===== config.mk =====
export PLATFORM = sky130hd
export DESIGN_NAME = tol_win_cmp
export DESIGN_NICKNAME = d
export VERILOG_FILES = /design/src/rtl/tol_win_cmp.sv
export SDC_FILE = /design/constraint.sdc
export NUM_CORES = 1
export LEC_CHECK = 0
export CORE_ASPECT_RATIO = 2
export CORE_MARGIN = 4
export CORE_UTILIZATION = 50
export DETAILED_ROUTE_END_ITERATION = 6
export PLACE_DENSITY = 0.86
export REMOVE_ABC_BUFFERS = 1
export SLEW_MARGIN = 20
export SYNTH_ARGS = -nofsm -noshare
export SYNTH_HDL_FRONTEND = slang
export SYNTH_SLANG_ARGS = --single-unit
export TNS_END_PERCENT = 30

===== constraint.sdc =====
create_clock -name vclk -period 4
set_input_delay 0.8 -clock vclk [all_inputs]
set_output_delay 0.8 -clock vclk [all_outputs]
set_load 0.005 [all_outputs]

===== src/rtl/tol_win_cmp.sv =====
// tol_win_cmp: flags when |act - tgt| exceeds a fixed tolerance
// Ports: act/tgt W-bit operands; over = 1 when the magnitude exceeds TOL.
// WRAP=1 treats the difference modulo 2^W as signed (heading);
// WRAP=0 takes the true difference of two unsigned values (position).
module tol_win_cmp #(
   parameter int W = 15,
   parameter bit WRAP = 1'b0,
   parameter logic [W-1:0] TOL = '0
) (
   input  logic [W-1:0] act,
   input  logic [W-1:0] tgt,
   output logic         over
);
   logic [W-1:0] dw;
   logic [W:0]   d;
   logic [W:0]   mag;
   // One extra bit keeps the magnitude of the most negative value (e.g. 2048 for heading).
   always_comb begin
      dw   = act - tgt;
      d    = WRAP ? {dw[W-1], dw} : ({1'b0, act} - {1'b0, tgt});
      mag  = d[W] ? -d : d;
      over = mag > {1'b0, TOL};
   end
endmodule


### After elaboration in Yosys (flattened, before gate mapping)

Index checks and enable logic that the tools add are counted.

| storage, ports and cells | value |
|---|---|
| output and inout bits | 1 |
| register bits | 0 |
| word-level logic and storage cells | 4 |
| input port bits | 30 |

| operators by class | value |
|---|---|
| magnitude comparators | 1 |
| add/subtract/negate cells | 2 |
| multiplexer cells | 1 |

Operators with widths:

| cell | number |
|---|---|
| > comparator 16 x 1 -> 1 bit (second input constant) | 1 |
| two-way mux 16 bit | 1 |
| negator 16 bit | 1 |
| subtractor 15 x 15 -> 16 bit | 1 |

### Longest topological paths before layout

Gate-level depths: netlist of run 1.

| logic depth | value |
|---|---|
| depth in word-level cells | 4 |
| gate-level depth with buffers | 12 |
| depth with buffers taken out | 12 |

### Worst setup path before layout of run 1

OpenSTA, ideal clock, no wires.

| timing | value |
|---|---|
| path kind | input port to output port |
| start | input act[0] |
| end | output over |
| arrival time | 3.171 ns |
| path buffers | 0 |
| stages | 12 |
| data required time | 3.200 ns |
| setup slack | 0.029 ns |
| path through | inv_1 ha_1 fa_1 nor2b_4 o2111a_1 or4_4 a2bb2o_4 nor4_4 a21oi_1 mux2i_1 nor4_1 nand4_1 |

| on the way | value |
|---|---|
| longest elaborated chain between the ends | 4 |

RTL lines:

| item | line | text |
|---|---|---|
| from (decl) | 10 | `input logic [W-1:0] act,` |
| subtractor 15 x 15 -> 16 bit * | 20 | `d = WRAP ? {dw[W-1], dw} : ({1'b0, act} - {1'b0, tgt});` |
| negator 16 bit | 21 | `mag = d[W] ? -d : d;` |
| two-way mux 16 bit * | 21 |  |
| > comparator 16 x 1 -> 1 bit * | 22 | `over = mag > {1'b0, TOL};` |
| to (decl) | 12 | `output logic over` |

Mark *: on every way between the ends. The rest lies on a longest branch, timed or not.

### Final worst setup path of run 1

| timing | value |
|---|---|
| start | input act[9] |
| end | output over |

The elaborated chain is that of the path after synthesis.

==> impl_metrics.sql, run 1 <==
INSERT INTO impl_metrics (metric_group, metric, value, unit) VALUES
('grt', 'global_route.usage.total', '0.310', ''),
('timing', 'worstMarginPinSlew', '0.369', 'ns'),
('worst_setup_path', 'required', '3.20', 'ns'),
('final_layout', 'finish.cell_count_without_fillers', '343', ''),
('die', 'die-height', '86.5', 'um'),
('worst_setup_path', 'critPathLaunch', 'act[9]', ''),
('die', 'placeableCoreArea', '2940', 'sq um'),
('yosys', 'synth_cell_type_count', '68', ''),
('placed_design', 'postPlaceCellArea', '2280', 'sq um'),
('pwr', 'pwr-share-clk', '0', ''),
('final_layout', 'antenna_cells_inserted', '0', ''),
('detailed_routing', 'wl_per_cell', '22.8', 'um'),
('yosys', 'synthesis.area_per_instance', '7.33', 'sq um'),
('min_path', 'timing.hold.worst.class', 'in2out', ''),
('detailed_routing', 'routed_wirelength', '7810', 'um'),
('detailed_routing', 'via_count', '2420', ''),
('timing', 'max_slew_margin', '0.751', ''),
('worst_setup_path', 'worstSetupEndpoint', 'over', ''),
('detailed_routing', 'drt_pre_antenna_iters', '6', ''),
('grt', 'grt_start_max_net_pins', '8', ''),
('placed_design', 'io_buffers', '31', ''),
('placed_design', 'globalplace.congestion', '0.895', ''),
('detailed_routing', 'post_drt_via_cell_ratio', '7.06', ''),
('timing', 'setup_repair_after_global_routing_missed_its_margin', 'yes', ''),
('timing', 'max_clock_freq', '217', 'MHz'),
('worst_setup_path', 'timing.critical_path.fanout_max', '5', ''),
('final_layout', 'sequential_cells', '0', ''),
('detailed_routing', 'drtAntennaViolNets', '0', ''),
('yosys', 'synth_top_cell_area_share', '0.122', ''),
('grt', 'first_pass_grt_wire_length', '9710', 'um'),
('worst_setup_path', 'arrival', '3.81', 'ns'),
('detailed_routing', 'drc', '0', ''),
('die', 'die_width', '47.2', 'um'),
('grt', 'grt_overflow_total', '0', ''),
('placed_design', 'dp_hpwl', '4280', 'um'),
('final_layout', 'drive_above_1_share', '0.518', ''),
('flow_run', 'max_cap_violations', '0', ''),
('final_layout', 'final_area', '2700', 'sq um'),
('yosys', 'synthTopCellsByArea', 'ha_1, inv_1, a21oi_1, nor2_1, mux2i_1', ''),
('final_layout', 'area_growth_syn_to_layout', '75.7', '%'),
('pwr', 'ir_worst_vdd', '0.000166', 'V'),
('timing', 'final-setup-viol-count', '1', ''),
('yosys', 'synthesis.area', '1540', 'sq um'),
('pwr', 'power.share.combinational', '1.000', ''),
('pwr', 'total_switching_power', '0.272', 'mW'),
('final_layout', 'layout.area.seq', '0', 'sq um'),
('die', 'design.portCount', '31', ''),
('yosys', 'yosysWarningCount', '0', ''),
('final_layout', 'design.final.nets', '361', ''),
('timing', 'period_needed', '4.61', 'ns'),
('yosys', 'synth_largest_area_cell', 'ha_1', ''),
('pwr', 'p_leak', '1.25', 'nW'),
('timing', 'layout_worst_path_cycle_share', '1.15', ''),
('pwr', 'internal_power', '0.273', 'mW'),
('pwr', 'power_switching_share', '0.499', ''),
('grt', 'first_global_vias', '2310', ''),
('die', 'die-area', '4080', 'sq um'),
('yosys', 'synth_cells', '210', ''),
('yosys', 'fraction_of_the_yosys_area_taken_by_sequential_cells', '0', ''),
('outcome', 'status', 'complete, but fails checks', ''),
('placed_design', 'number_of_cells_after_detailed_placement', '326', ''),
('pwr', 'power_density', '202', 'nW/um^2'),
('pwr', 'seqPwrFrac', '0', ''),
('worst_setup_path', 'worst-setup-path-type', 'in2out', ''),
('timing', 'finalHoldViolCount', '0', ''),
('grt', 'grt_antenna_before_repair', '0', ''),
('outcome', 'violated_checks', 'negative setup slack', ''),
('die', 'row_count', '28', ''),
('detailed_routing', 'drt_iter0_markers', '214', ''),
('timing', 'layout_setup_ws', '-0.612', 'ns'),
('worst_setup_path', 'start_kind', 'input port', ''),
('worst_setup_path', 'worst_setup_path_end_kind', 'output port', ''),
('final_layout', 'num-clock-buffers', '0', ''),
('die', 'initial_core_util', '0.523', ''),
('timing', 'timing_max_transition_violations_final', '0', '');
==> power groups by stage <==
stage	Clock [mW]	Combinational [mW]	Sequential, mW
after global placement	0	0.394	0
after detailed placement	0	0.410	0
after global routing	0	0.573	0
after floorplan	0	0.233	0
final	0	0.546	0
after CTS	0	0.448	0
==> per-layer routing <==
metal / global-route usage / routed length (um) / vias to the layer above
met2: 0.577 / 3920 / 197
met5: 0 / 0 / -
met4: 0.214 / 788 / 0
met3: 0.0229 / 603 / 89
li1: - / - / 1010
met1: 0.283 / 2490 / 1124
==> layout make-up <==
| cell class | count | area (sq um) |
|---|---|---|
| inverters | 23 | 91.3 |
| well taps | 30 | 37.5 |
| repair buffers | 109 | 886 |
| multi-input cells | 181 | 1690 |
| fillers | 117 | 239 |
==> how the worst min path moves through the flow <==
| stage | from | end | depth (start not counted) | slack, ns |
|---|---|---|---|---|
| finish | act[0] | over | 9 | 2.57 |
| global route | tgt[0] | over | 8 | 2.59 |
| CTS | act[0] | over | 9 | 2.53 |
| detailed placement | tgt[13] | over | 10 | 3.18 |
| global placement | tgt[13] | over | 10 | 3.14 |
| floorplan | act[14] | over | 5 | 2.06 |
==> cells in the mapped netlist, types with 4 or more instances <==
cell	instances
nand3_1	5
nand2_1	11
o22ai_1	4
a21oi_1	16
mux2i_1	5
or2_2	4
o21ai_0	6
ha_1	15
nor2_1	15
nor3_1	5
nand2b_1	5
nand4_1	5
inv_1	23
==> cell usage in the layout, fill, tap and decap left out, types with 4 or more instances in the layout <==
cell type and count:
nand4_1 5, a21oi_2 4, mux2i_1 5, buf_6 6, o21ai_0 5, or2_2 4, buf_4 74, inv_2 7
ha_4 9, a21oi_1 12, nand2b_1 5, ha_1 6, inv_1 14, buf_2 4, dlymetal6s2s_1 5, dlygate4sd2_1 4
clkdlybuf4s50_1 11, nand2_1 11, nand3_1 4, nor2_1 14
==> metrics by stage <==
step	total power [mW]	utilization	setup TNS, ns	hold slack, ns	setup WS (ns)
6_report	0.546	0.919	-0.612	2.57	-0.612
5_1_grt	0.573	0.919	-0.738	2.59	-0.738
4_1_cts	0.448	0.844	-0.385	2.53	-0.385
3_5_place_dp	0.410	0.776	-1.01	3.18	-1.01
3_3_place_gp	0.394	0.776	-0.953	3.14	-0.953
2_1_floorplan	0.233	-	0	2.06	0.0294
==> timing repair <==
action / 4_1_cts / 5_1_grt
resized for setup: 65 / 43
pin swaps: 20 / 25
hold buffers: 0 / 0
setup endpoints to repair: 1 / 1
buffers inserted: 6 / 11
==> worst max-delay path: stages <==
cell and delay (ns):
clkdlybuf4s50_1 0.50, ha_4 0.23, buf_4 0.17, nor3_2 0.30, nand3_1 0.19, and3_4 0.25, nor4_4 0.35, buf_4 0.17
a21oi_2 0.04, mux2i_1 0.11, nor4_1 0.36, nand4_1 0.16, buf_2 0.16
==> kinds of logic (layout without fill, tap and decap cells) <==
logic type      after synthesis  in the layout  share of synthesized area
xor+xnor                      6              6                     0.0342
compound gates               74             74                      0.391
buf+inv                      29            132                     0.0967
fa+ha+maj                    16             16                      0.135
mux                           5              5                     0.0325
simple gates                 80             80                      0.311
No activity file was read; power rests on OpenSTA's default activity.
==> inputs of run 2 (changes only) <==
--- a/config.mk
+++ b/config.mk
@@ -11,6 +11,7 @@
 export DETAILED_ROUTE_END_ITERATION = 6
 export PLACE_DENSITY = 0.86
 export REMOVE_ABC_BUFFERS = 1
+export SKIP_LAST_GASP = 1
 export SLEW_MARGIN = 20
 export SYNTH_ARGS = -nofsm -noshare
 export SYNTH_HDL_FRONTEND = slang
==> results of run 2 <==
Final layout, timing and power as in run 1 (identical DEF).
==> inputs of run 3 (changes only) <==
--- a/config.mk
+++ b/config.mk
@@ -5,7 +5,7 @@
 export SDC_FILE = /design/constraint.sdc
 export NUM_CORES = 1
 export LEC_CHECK = 0
-export CORE_ASPECT_RATIO = 2
+export ABC_AREA = 0
 export CORE_MARGIN = 4
 export CORE_UTILIZATION = 50
 export DETAILED_ROUTE_END_ITERATION = 6
==> run 3 against run 2 <==
The flow now stops in 5_1_grt. Synthesized cell count did not move. Synthesized area did not move.
==> impl_metrics.sql, run 3 <==
INSERT INTO impl_metrics (metric_group, metric, value, unit) VALUES
('outcome', 'status', 'stopped before the end', ''),
('outcome', 'failing_step', '5_1_grt', ''),
('outcome', 'error', '[ERROR DPL-0038] Utilization greater than 100%, impossible to legalize', ''),
('yosys', 'yosysWarningCount', '0', ''),
('die', 'design.portCount', '31', ''),
('timing', 'postGrtWorstEndpoint', 'over', ''),
('placed_design', 'number_of_cells_after_detailed_placement', '328', ''),
('yosys', 'yosysMostFrequentCell', 'inv_1', ''),
('yosys', 'fraction_of_the_yosys_area_taken_by_sequential_cells', '0', ''),
('yosys', 'synthesis.area_per_instance', '7.33', 'sq um'),
('placed_design', 'dp_hpwl', '3880', 'um'),
('die', 'row_count', '19', ''),
('yosys', 'synthesis.area', '1540', 'sq um'),
('die', 'die_width', '63.5', 'um'),
('timing', 'timing.worst_endpoint.kind', 'primary output', ''),
('die', 'initial_core_util', '0.539', ''),
('grt', 'grt_start_max_net_pins', '7', ''),
('yosys', 'synth_common_cells', 'inv_1, a21oi_1, ha_1, nor2_1, nand2_1', ''),
('placed_design', 'io_buffers', '31', ''),
('placed_design', 'globalplace.congestion', '0.858', ''),
('die', 'die-height', '63.5', 'um'),
('yosys', 'synthTopCellsByArea', 'ha_1, inv_1, a21oi_1, nor2_1, mux2i_1', ''),
('yosys', 'synth_cell_type_count', '68', ''),
('yosys', 'synth_cells', '210', ''),
('yosys', 'synth_largest_area_cell', 'ha_1', ''),
('yosys', 'synth_top_cell_area_share', '0.122', '');
[run 3: cell counts after synthesis]
Identical to the previous run, type by type.
[run 3: repair_timing]
| item | in CTS |
|---|---|
| hold buffers | 0 |
| buffers inserted | 21 |
| pin swaps | 33 |
| resized for setup | 83 |
| setup endpoints to repair | 1 |
[run 3: metrics by stage]
stage                     worst slack [ns]  cell area, sq um  hold slack, ns
after floorplan                     0.0294              1480            2.06
after global placement              -0.923              2290            3.13
after detailed placement            -0.995              2290            3.19
after CTS                           -0.228              2680            2.55
[run 3: logic make-up after synthesis]
| kind of cell | Yosys count | synth area share |
|---|---|---|
| compound gates | 74 | 0.391 |
| xor+xnor | 6 | 0.0342 |
| fa+ha+maj | 16 | 0.135 |
| buf+inv | 29 | 0.0967 |
| mux | 5 | 0.0325 |
| simple gates | 80 | 0.311 |
==> inputs of run 4 (changes only) <==
--- a/config.mk
+++ b/config.mk
@@ -7,9 +7,9 @@
 export LEC_CHECK = 0
 export ABC_AREA = 0
 export CORE_MARGIN = 4
-export CORE_UTILIZATION = 50
+export CORE_UTILIZATION = 40
 export DETAILED_ROUTE_END_ITERATION = 6
-export PLACE_DENSITY = 0.86
+export PLACE_DENSITY_LB_ADDON = 0.15
 export REMOVE_ABC_BUFFERS = 1
 export SKIP_LAST_GASP = 1
 export SLEW_MARGIN = 20
==> constraint.sdc (replaced) <==
create_clock -name vclk -period 5.2
set_input_delay 1.04 -clock vclk [all_inputs]
set_output_delay 1.04 -clock vclk [all_outputs]
set_load 0.005 [all_outputs]
==> run 4 against run 3 <==
The flow now finishes without violations.
==> impl_metrics.sql, run 4 (same netlist as run 1, synthesis figures left out) <==
INSERT INTO impl_metrics (metric_group, metric, value, unit) VALUES
('flow_run', 'max_cap_violations', '0', ''),
('final_layout', 'layout.area.seq', '0', 'sq um'),
('min_path', 'timing.hold.worst.class', 'in2out', ''),
('worst_setup_path', 'worst_setup_path_end_kind', 'output port', ''),
('outcome', 'status', 'completed', ''),
('grt', 'global_route.usage.total', '0.152', ''),
('pwr', 'p_leak', '1.00', 'nW'),
('final_layout', 'antenna_cells_inserted', '0', ''),
('grt', 'first_global_vias', '1608', ''),
('die', 'row_count', '22', ''),
('placed_design', 'postPlaceCellArea', '2170', 'sq um'),
('final_layout', 'area_growth_syn_to_layout', '45.4', '%'),
('die', 'die-height', '70.0', 'um'),
('timing', 'finalHoldViolCount', '0', ''),
('min_path', 'whs_endpoint', 'over', ''),
('worst_setup_path', 'timing.critical_path.fanout_max', '3', ''),
('timing', 'max_slew_margin', '0.658', ''),
('timing', 'worstMarginPinSlew', '0.504', 'ns'),
('placed_design', 'dp_hpwl', '3390', 'um'),
('timing', 'layout_worst_path_cycle_share', '0.963', ''),
('placed_design', 'globalplace.congestion', '0.899', ''),
('worst_setup_path', 'required', '4.16', 'ns'),
('detailed_routing', 'drt_pre_antenna_iters', '4', ''),
('die', 'die_width', '70.0', 'um'),
('timing', 'setup_repair_after_global_routing_missed_its_margin', 'no', ''),
('detailed_routing', 'drc', '0', ''),
('timing', 'max_clock_freq', '200', 'MHz'),
('detailed_routing', 'drt_iter0_markers', '111', ''),
('min_path', 'min_delay_src', 'tgt[13]', ''),
('pwr', 'ir_worst_vdd', '0.0000618', 'V'),
('final_layout', 'num-clock-buffers', '0', ''),
('die', 'placeableCoreArea', '3690', 'sq um'),
('grt', 'first_pass_grt_wire_length', '6650', 'um'),
('timing', 'timing_max_transition_violations_final', '0', ''),
('timing', 'period_needed', '5.01', 'ns'),
('detailed_routing', 'wl_per_cell', '11.9', 'um'),
('detailed_routing', 'routed_wirelength', '3910', 'um'),
('final_layout', 'sequential_cells', '0', ''),
('detailed_routing', 'post_drt_via_cell_ratio', '5.39', ''),
('final_layout', 'layout_commonest_cell', 'buf_4', ''),
('die', 'design.portCount', '31', ''),
('grt', 'grt_antenna_before_repair', '0', ''),
('detailed_routing', 'via_count', '1774', ''),
('timing', 'final-setup-viol-count', '0', ''),
('final_layout', 'mostFrequentLayoutCells', 'buf_4, clkdlybuf4s50_1, inv_1', ''),
('grt', 'grt_start_max_net_pins', '9', ''),
('detailed_routing', 'drtAntennaViolNets', '0', ''),
('die', 'die-area', '4900', 'sq um'),
('grt', 'grt_overflow_total', '0', ''),
('worst_setup_path', 'arrival', '3.97', 'ns'),
('pwr', 'power_density', '135', 'nW/um^2'),
('worst_setup_path', 'worst-setup-path-type', 'in2out', ''),
('final_layout', 'drive_above_1_share', '0.317', ''),
('timing', 'setup-tns-final', '0', 'ns'),
('pwr', 'post_layout_power', '0.302', 'mW'),
('worst_setup_path', 'start_kind', 'input port', ''),
('die', 'initial_core_util', '0.417', ''),
('final_layout', 'design.final.nets', '329', ''),
('min_path', 'min_delay_path_depth', '10', ''),
('final_layout', 'final_area', '2240', 'sq um'),
('placed_design', 'io_buffers', '31', '');
## run 4: worst max-delay path: stages
cell and delay (ns):
clkdlybuf4s50_1 0.45, inv_1 0.04, ha_2 0.17, fa_2 0.37, nor2b_4 0.14, o22ai_1 0.10
xnor2_1 0.25, buf_4 0.16, nand4_1 0.16, nor4_4 0.29, buf_4 0.17, o31ai_1 0.07
a211oi_2 0.18, a31o_1 0.13, nand4_1 0.10, buf_2 0.14
## run 4: worst max-delay path by stage
stage | start | end | slack, ns | cells after the start
2_1_floorplan | act[0] | over | 0.75 | 12
3_3_place_gp | tgt[0] | over | -0.16 | 13
3_5_place_dp | tgt[0] | over | -0.24 | 13
4_1_cts | tgt[0] | over | 0.03 | 13
5_1_grt | act[0] | over | 0.02 | 16
6_report | act[0] | over | 0.19 | 16
## run 4: final cells by class
type | count | area [sq um]
Multi-Input combinational cell | 181 | 1440
Inverter | 23 | 86.3
Fill cell | 356 | 1450
Timing Repair Buffer | 77 | 651
Tap cell | 48 | 60.1
## run 4: where the power goes
group | total (mW) | leakage, nW | switching [mW] | internal (mW)
combinational | 0.302 | 1.00 | 0.142 | 0.159
clock | 0 | 0 | 0 | 0
sequential | 0 | 0 | 0 | 0
## run 4: per-layer routing
| layer | global-route usage | up-vias | part of all wire |
|---|---|---|---|
| met3 | 0.00144 | 0 | 0.027 |
| met5 | 0 | - | 0 |
| met4 | 0.00638 | 0 | 0 |
| met1 | 0.229 | 800 | 0.52 |
| li1 | - | 942 | - |
| met2 | 0.255 | 32 | 0.45 |
## run 4: per-stage QoR
stage | std cells | hold WS, ns | util | setup WS, ns
2_1_floorplan | 204 | 2.54 | - | 0.749
3_3_place_gp | 326 | 3.62 | 0.588 | -0.157
3_5_place_dp | 326 | 3.63 | 0.588 | -0.241
4_1_cts | 327 | 3.24 | 0.592 | 0.0291
5_1_grt | 329 | 3.32 | 0.607 | 0.0155
6_report | 329 | 3.22 | 0.607 | 0.192
## run 4: timing repair
item,4_1_cts,5_1_grt
setup buffers,1,2
endpoints found under the hold margin,0,0
setup endpoints to repair,1,1
hold buffers,0,0
resized for setup,8,8
gates cloned,0,0
pin swaps,6,9
